`config.mk`:
```
export PLATFORM = sky130hd
export DESIGN_NAME = lcg_prng_gen
export DESIGN_NICKNAME = d
export VERILOG_FILES = /design/src/rtl/lcg_prng_gen.sv
export SDC_FILE = /design/constraint.sdc
export NUM_CORES = 2
export LEC_CHECK = 0
export CORE_MARGIN = 2
export CORE_UTILIZATION = 60
export DETAILED_ROUTE_END_ITERATION = 10
export PLACE_DENSITY = 0.82
export SKIP_LAST_GASP = 1
export SYNTH_ARGS = -nofsm -noshare
export SYNTH_HDL_FRONTEND = slang
export SYNTH_SLANG_ARGS = --single-unit
```
`constraint.sdc`:
```
create_clock -name clk -period 11.2 [get_ports clk]
set_clock_uncertainty 0.1 [all_clocks]
set_input_delay 3.36 -clock clk [delete_from_list [all_inputs] [get_ports clk]]
set_output_delay 3.36 -clock clk [all_outputs]
set_load 0.02 [all_outputs]
```
`src/rtl/lcg_prng_gen.sv`:
```
// LCG pseudo-random generator feeding a small output FIFO.
// Ports: clk, rst (async, active-low), enable, seed_valid/seed, out_valid/out_ready/out_data, level.
module lcg_prng_gen #(
  parameter int               WIDTH        = 64,
  parameter logic [WIDTH-1:0] MULT         = 64'h5851F42D4C957F2D,
  parameter logic [WIDTH-1:0] INC          = 64'h14057B7EF767814F,
  parameter logic [WIDTH-1:0] SEED_DEFAULT = '0,
  parameter int               OUT_MODE     = 0,
  parameter int               DEPTH        = 4,
  localparam int              AW           = $clog2(DEPTH)
) (
  input  logic             clk,
  input  logic             rst,
  input  logic             enable,
  input  logic             seed_valid,
  input  logic [WIDTH-1:0] seed,
  output logic             out_valid,
  input  logic             out_ready,
  output logic [WIDTH-1:0] out_data,
  output logic [AW:0]      level
);

  localparam int        HALF = WIDTH / 2;
  localparam logic [AW:0] FULL = (AW + 1)'(DEPTH);

  logic [WIDTH-1:0] state;
  logic [WIDTH-1:0] next_state;
  logic [WIDTH-1:0] word;
  logic [WIDTH-1:0] mem [DEPTH];
  logic [AW-1:0]    wr_ptr;
  logic [AW-1:0]    rd_ptr;
  logic             pop;
  logic             gen;

  // Only the low WIDTH bits of the product are kept by the context width.
  assign next_state = state * MULT + INC;

  assign word = (OUT_MODE == 1) ? (state ^ (state >> HALF)) : state;

  assign out_valid = (level != '0);
  assign out_data  = out_valid ? mem[rd_ptr] : '0;

  // A seed load overrides both pop and generate on the same edge.
  assign pop = out_valid & out_ready & ~seed_valid;
  assign gen = enable & ~seed_valid & ((level < FULL) | pop);

  always_ff @(posedge clk) begin
    if (gen)
      mem[wr_ptr] <= word;
  end

  always_ff @(posedge clk or negedge rst) begin
    if (!rst) begin
      state  <= SEED_DEFAULT;
      wr_ptr <= '0;
      rd_ptr <= '0;
      level  <= '0;
    end else if (seed_valid) begin
      state  <= seed;
      wr_ptr <= '0;
      rd_ptr <= '0;
      level  <= '0;
    end else begin
      if (gen) begin
        state  <= next_state;
        wr_ptr <= wr_ptr + 1'b1;
      end
      if (pop)
        rd_ptr <= rd_ptr + 1'b1;
      unique case ({gen, pop})
        2'b10:   level <= level + 1'b1;
        2'b01:   level <= level - 1'b1;
        default: level <= level;
      endcase
    end
  end

endmodule

```
==> impl_summary.log <==
[metrics] post-CTS sizing: 0
[metrics] cell count after placement: 5230
[metrics] area of the mapped netlist: 47470 µm²
[metrics] warnings from Yosys: 0
[metrics] Total Wirelength: 149000 µm
[metrics] initial drt markers: 3202
[metrics] post-detailed-route DRC marker count: 0
[metrics] final core utilization: 65.55%
[metrics] RR Endpoint: state[60]$_DFFE_PN0P_
[metrics] Die Outline Area: 81390 µm²
[metrics] biggest fanout along the worst timing path: 14
[metrics] H-tree levels: 2
[metrics] kind of start point of the critical path: flip-flop
[metrics] combinational family with the most area after synthesis: adder cells
[metrics] GP Congestion: 1.117
[metrics] CTS root buffer: clkbuf_16
[metrics] Inserted Clock Buffers: 37
[metrics] max-slew violations: 0
[metrics] clock tree buffer depth: 3
[metrics] clock tree from TritonCTS: yes
[metrics] kind of critical path: flip-flop to flip-flop
[metrics] unrepaired setup endpoints after global routing: no
[metrics] per-instance average area after synthesis: 11.71 µm²
[metrics] pin count of the biggest net entering global routing: 68
[metrics] horizontal extent of the die: 285.3 µm
[metrics] run status: finished clean
[metrics] wire length of the first global-routing pass: 221900 µm
[metrics] data required time at the worst endpoint: 11.57 ns
[metrics] Worst Min Path Start: wr_ptr[0]$_DFFE_PN0P_
[metrics] DRT Pass-1 Iters: 6
[metrics] setup-violating endpoint count in the final report: 0
[metrics] top cell family by delay on the critical path: adder cells
[metrics] boundary pin count: 137
[metrics] Synth cell types: 77
[metrics] die outline height: 285.3 µm
[metrics] Vias/cell: 5.867
[metrics] portion of netlist area occupied by mux cells: 3.123%
[metrics] placeable core region: 78610 µm²
[metrics] post-route design area: 51530 µm²
[metrics] flop2flop setup slack: 0.96 ns
[metrics] post-layout net count: 5829
[metrics] share of post-route cells with drive strength above 1: 5.040%
[metrics] Post-synth top flop: edfxtp_1
[metrics] Worst R2R Start: state[18]$_DFFE_PN0P_
[metrics] Maximum Capacitance Violations: 0
[metrics] overall track demand over capacity in global routing: 38.29%
[metrics] fraction of the yosys area taken by sequential cells: 19.94%
[metrics] number of input and output port buffers inserted: 136
[metrics] number of buffers and inverters on the critical path: 8
[metrics] WL/cell: 28.12 µm
[metrics] minimum period implied by the final worst setup slack: 10.24 ns
[metrics] initial standard-cell utilization of the core: 60.39%
[metrics] worst hold path depth: 1
[metrics] placed wire-length estimate: 125500 µm
[metrics] end point of the worst hold path: wr_ptr[0]$_DFFE_PN0P_
[metrics] cells on worst reg2reg path: 28
[metrics] worst-skew pair later-pin latency: 0.62 ns
[metrics] endpoint class of the critical path: flip-flop
[metrics] share of the clock period used by the worst path: 91.45%
[metrics] final number of hold-violating endpoints: 0
[metrics] number of antenna violations at the first check in global routing: 5
[metrics] leading cell types by total area after synthesis: fa_1, edfxtp_1, ha_1
[metrics] register bit total from synthesis: 327
[metrics] Compound-Gate Fraction of Synth Area: 4.886%
[metrics] Synth top area share: 40.15%
[metrics] total cell area at the placement stage: 50320 µm²
[metrics] number of setup buffers added after CTS: 0
[metrics] total via count in the routed design: 31078
[metrics] remaining antenna violation count after routing: 0
[metrics] slowest cell on the critical path: dfrtp_1
[metrics] Worst Path Arrival: 10.62 ns
[metrics] leading area contributor after synthesis: fa_1
[metrics] # clock sinks: 327
[metrics] Least-Margin Pin Slew: 1.108 ns
[metrics] P&R area growth vs syn: 8.555%
[metrics] remaining max-slew budget at the tightest pin: 26.13%
[metrics] post-synthesis cell count: 4053
[metrics] Overflow after GRT: 0
[metrics] parity-gate share of the synthesized area counting xor and xnor cells: 2.306%
[metrics] number of global-route vias before repair: 34177
[metrics] cell with the most instances on the worst path: fa_1
[metrics] share of synthesized cell area in full adder, half adder and majority cells: 55.67%
[metrics] class of the most critical hold timing path: flip-flop to flip-flop
[metrics] row cnt: 103
[metrics] max incr delay on CP: 0.84 ns
[metrics] register clock-pin slew on the reported worst setup and hold paths: 0.07 ns
[metrics] post-route setup TNS: 0 ns
[metrics] simple logic cell fraction of the synthesized area: 3.255%
[metrics] final cell count without fillers: 5297
[metrics] share of synthesized flip-flops with an asynchronous set or reset: 21.71%
[metrics] nets in the synthesized netlist: 5663
[metrics] CTS hold repair buffers: 0
[metrics] highest achievable clock rate: 97.63 MHz
[metrics] EDFF count, synth: 256
-- worst max-delay path by stage --
stage	cells after the start	slack [ns]	from	to
final	28	0.96	state[18]$_DFFE_PN0P_	state[60]$_DFFE_PN0P_
after floorplan	29	2.72	state[16]$_DFFE_PN0P_	state[60]$_DFFE_PN0P_
after detailed placement	28	1.21	state[18]$_DFFE_PN0P_	state[60]$_DFFE_PN0P_
after global routing	28	0.77	state[18]$_DFFE_PN0P_	state[60]$_DFFE_PN0P_
after CTS	28	1.15	state[18]$_DFFE_PN0P_	state[60]$_DFFE_PN0P_
after global placement	28	1.32	state[18]$_DFFE_PN0P_	state[60]$_DFFE_PN0P_
-- per-layer routing --
metal	part of all wire, %	wire length, µm	vias to the layer above	track usage (%)
li1	-	-	12872	-
met3	13	20060	495	14.49
met2	43	63710	1993	55.19
met4	7.5	11240	6	22.71
met1	36	53910	15712	49.63
met5	0.021	31	-	0
-- cell type report --
type	count	area, µm²
tap	1050	1314
timing repair buffer	194	1792
multi-input combinational	2365	32890
fill	5937	27080
clock inverter	23	252.7
sequential	327	9469
clock buffer	43	958.4
inverter	1294	4857
antenna	1	2.502
-- placed cells by master, fill, tap and decap left out, types with 8 or more instances in the layout --
cell type	netlist	layout
nand2b_1	9	9
o21a_1	13	13
buf_4	2	60
nor2_1	42	41
dfrtp_1	71	69
o21bai_1	11	11
nand4_1	15	15
a31oi_1	8	8
o21ai_1	14	14
fa_1	952	952
ha_1	589	589
and2_1	75	71
a21oi_1	65	65
nand3_1	17	16
clkbuf_16	0	37
mux4_2	64	64
o221ai_1	14	14
clkdlybuf4s50_1	0	134
xnor2_1	90	90
and3_1	12	12
a22oi_1	39	39
nor3_1	15	15
o21ai_0	61	61
inv_1	1293	1293
edfxtp_1	256	256
nand2_1	95	95
a21o_1	28	28
xor2_1	35	35
-- Yosys cell counts (all sizes together) (4+ instances only) --
library cell and instances:
inv 1294, fa 952, ha 589, edfxtp 256, nand2 96, xnor2 90, and2 75, o21ai 75
dfrtp 71, a21oi 68, mux4 64, nor2 42, clkbuf 41, a22oi 39, xor2 35, a21o 28
buf 26, nor3 18, nand3 17, nand4 15, o221ai 15, o21a 13, and3 12, o31ai 12
o21bai 11, o211ai 10, nand2b 9, a211oi 8, a31oi 8, a221o 5, a221oi 5, or3 5
a2111oi 4, nor2b 4
-- worst register-to-register path, delay by kind of cell (launching register included) --
kind            cells  cell delay, ns
fa+ha+maj          11            5.53
compound gates      3            1.48
simple gates        5            1.08
mux                 1            0.19
buf+inv             8            0.89
flops               1            0.84
-- sequential cells by signal, summed over array words and instances, names as in the netlist --
register	count
rd_ptr	2
level	3
wr_ptr	2
mem	256
state	64
-- logic make-up (layout without fill, tap and decap cells) --
family	after synthesis	in the layout
fa+ha+maj	1541	1541
buf+inv	1361	1554
compound gates	327	327
flops	327	327
simple gates	304	304
xor+xnor	125	125
mux	68	68
other cells	0	1
-- per-stage QoR --
step           hold WS, ns  worst slack [ns]
2_1_floorplan       0.3997             2.719
3_3_place_gp        0.4238             1.319
3_5_place_dp        0.4479             1.209
4_1_cts             0.4612             1.151
5_1_grt             0.4991            0.7747
6_report            0.4610            0.9574
Power is not shown: default switching activity piles up to over one toggle a cycle in this logic, so the estimate is an artifact.
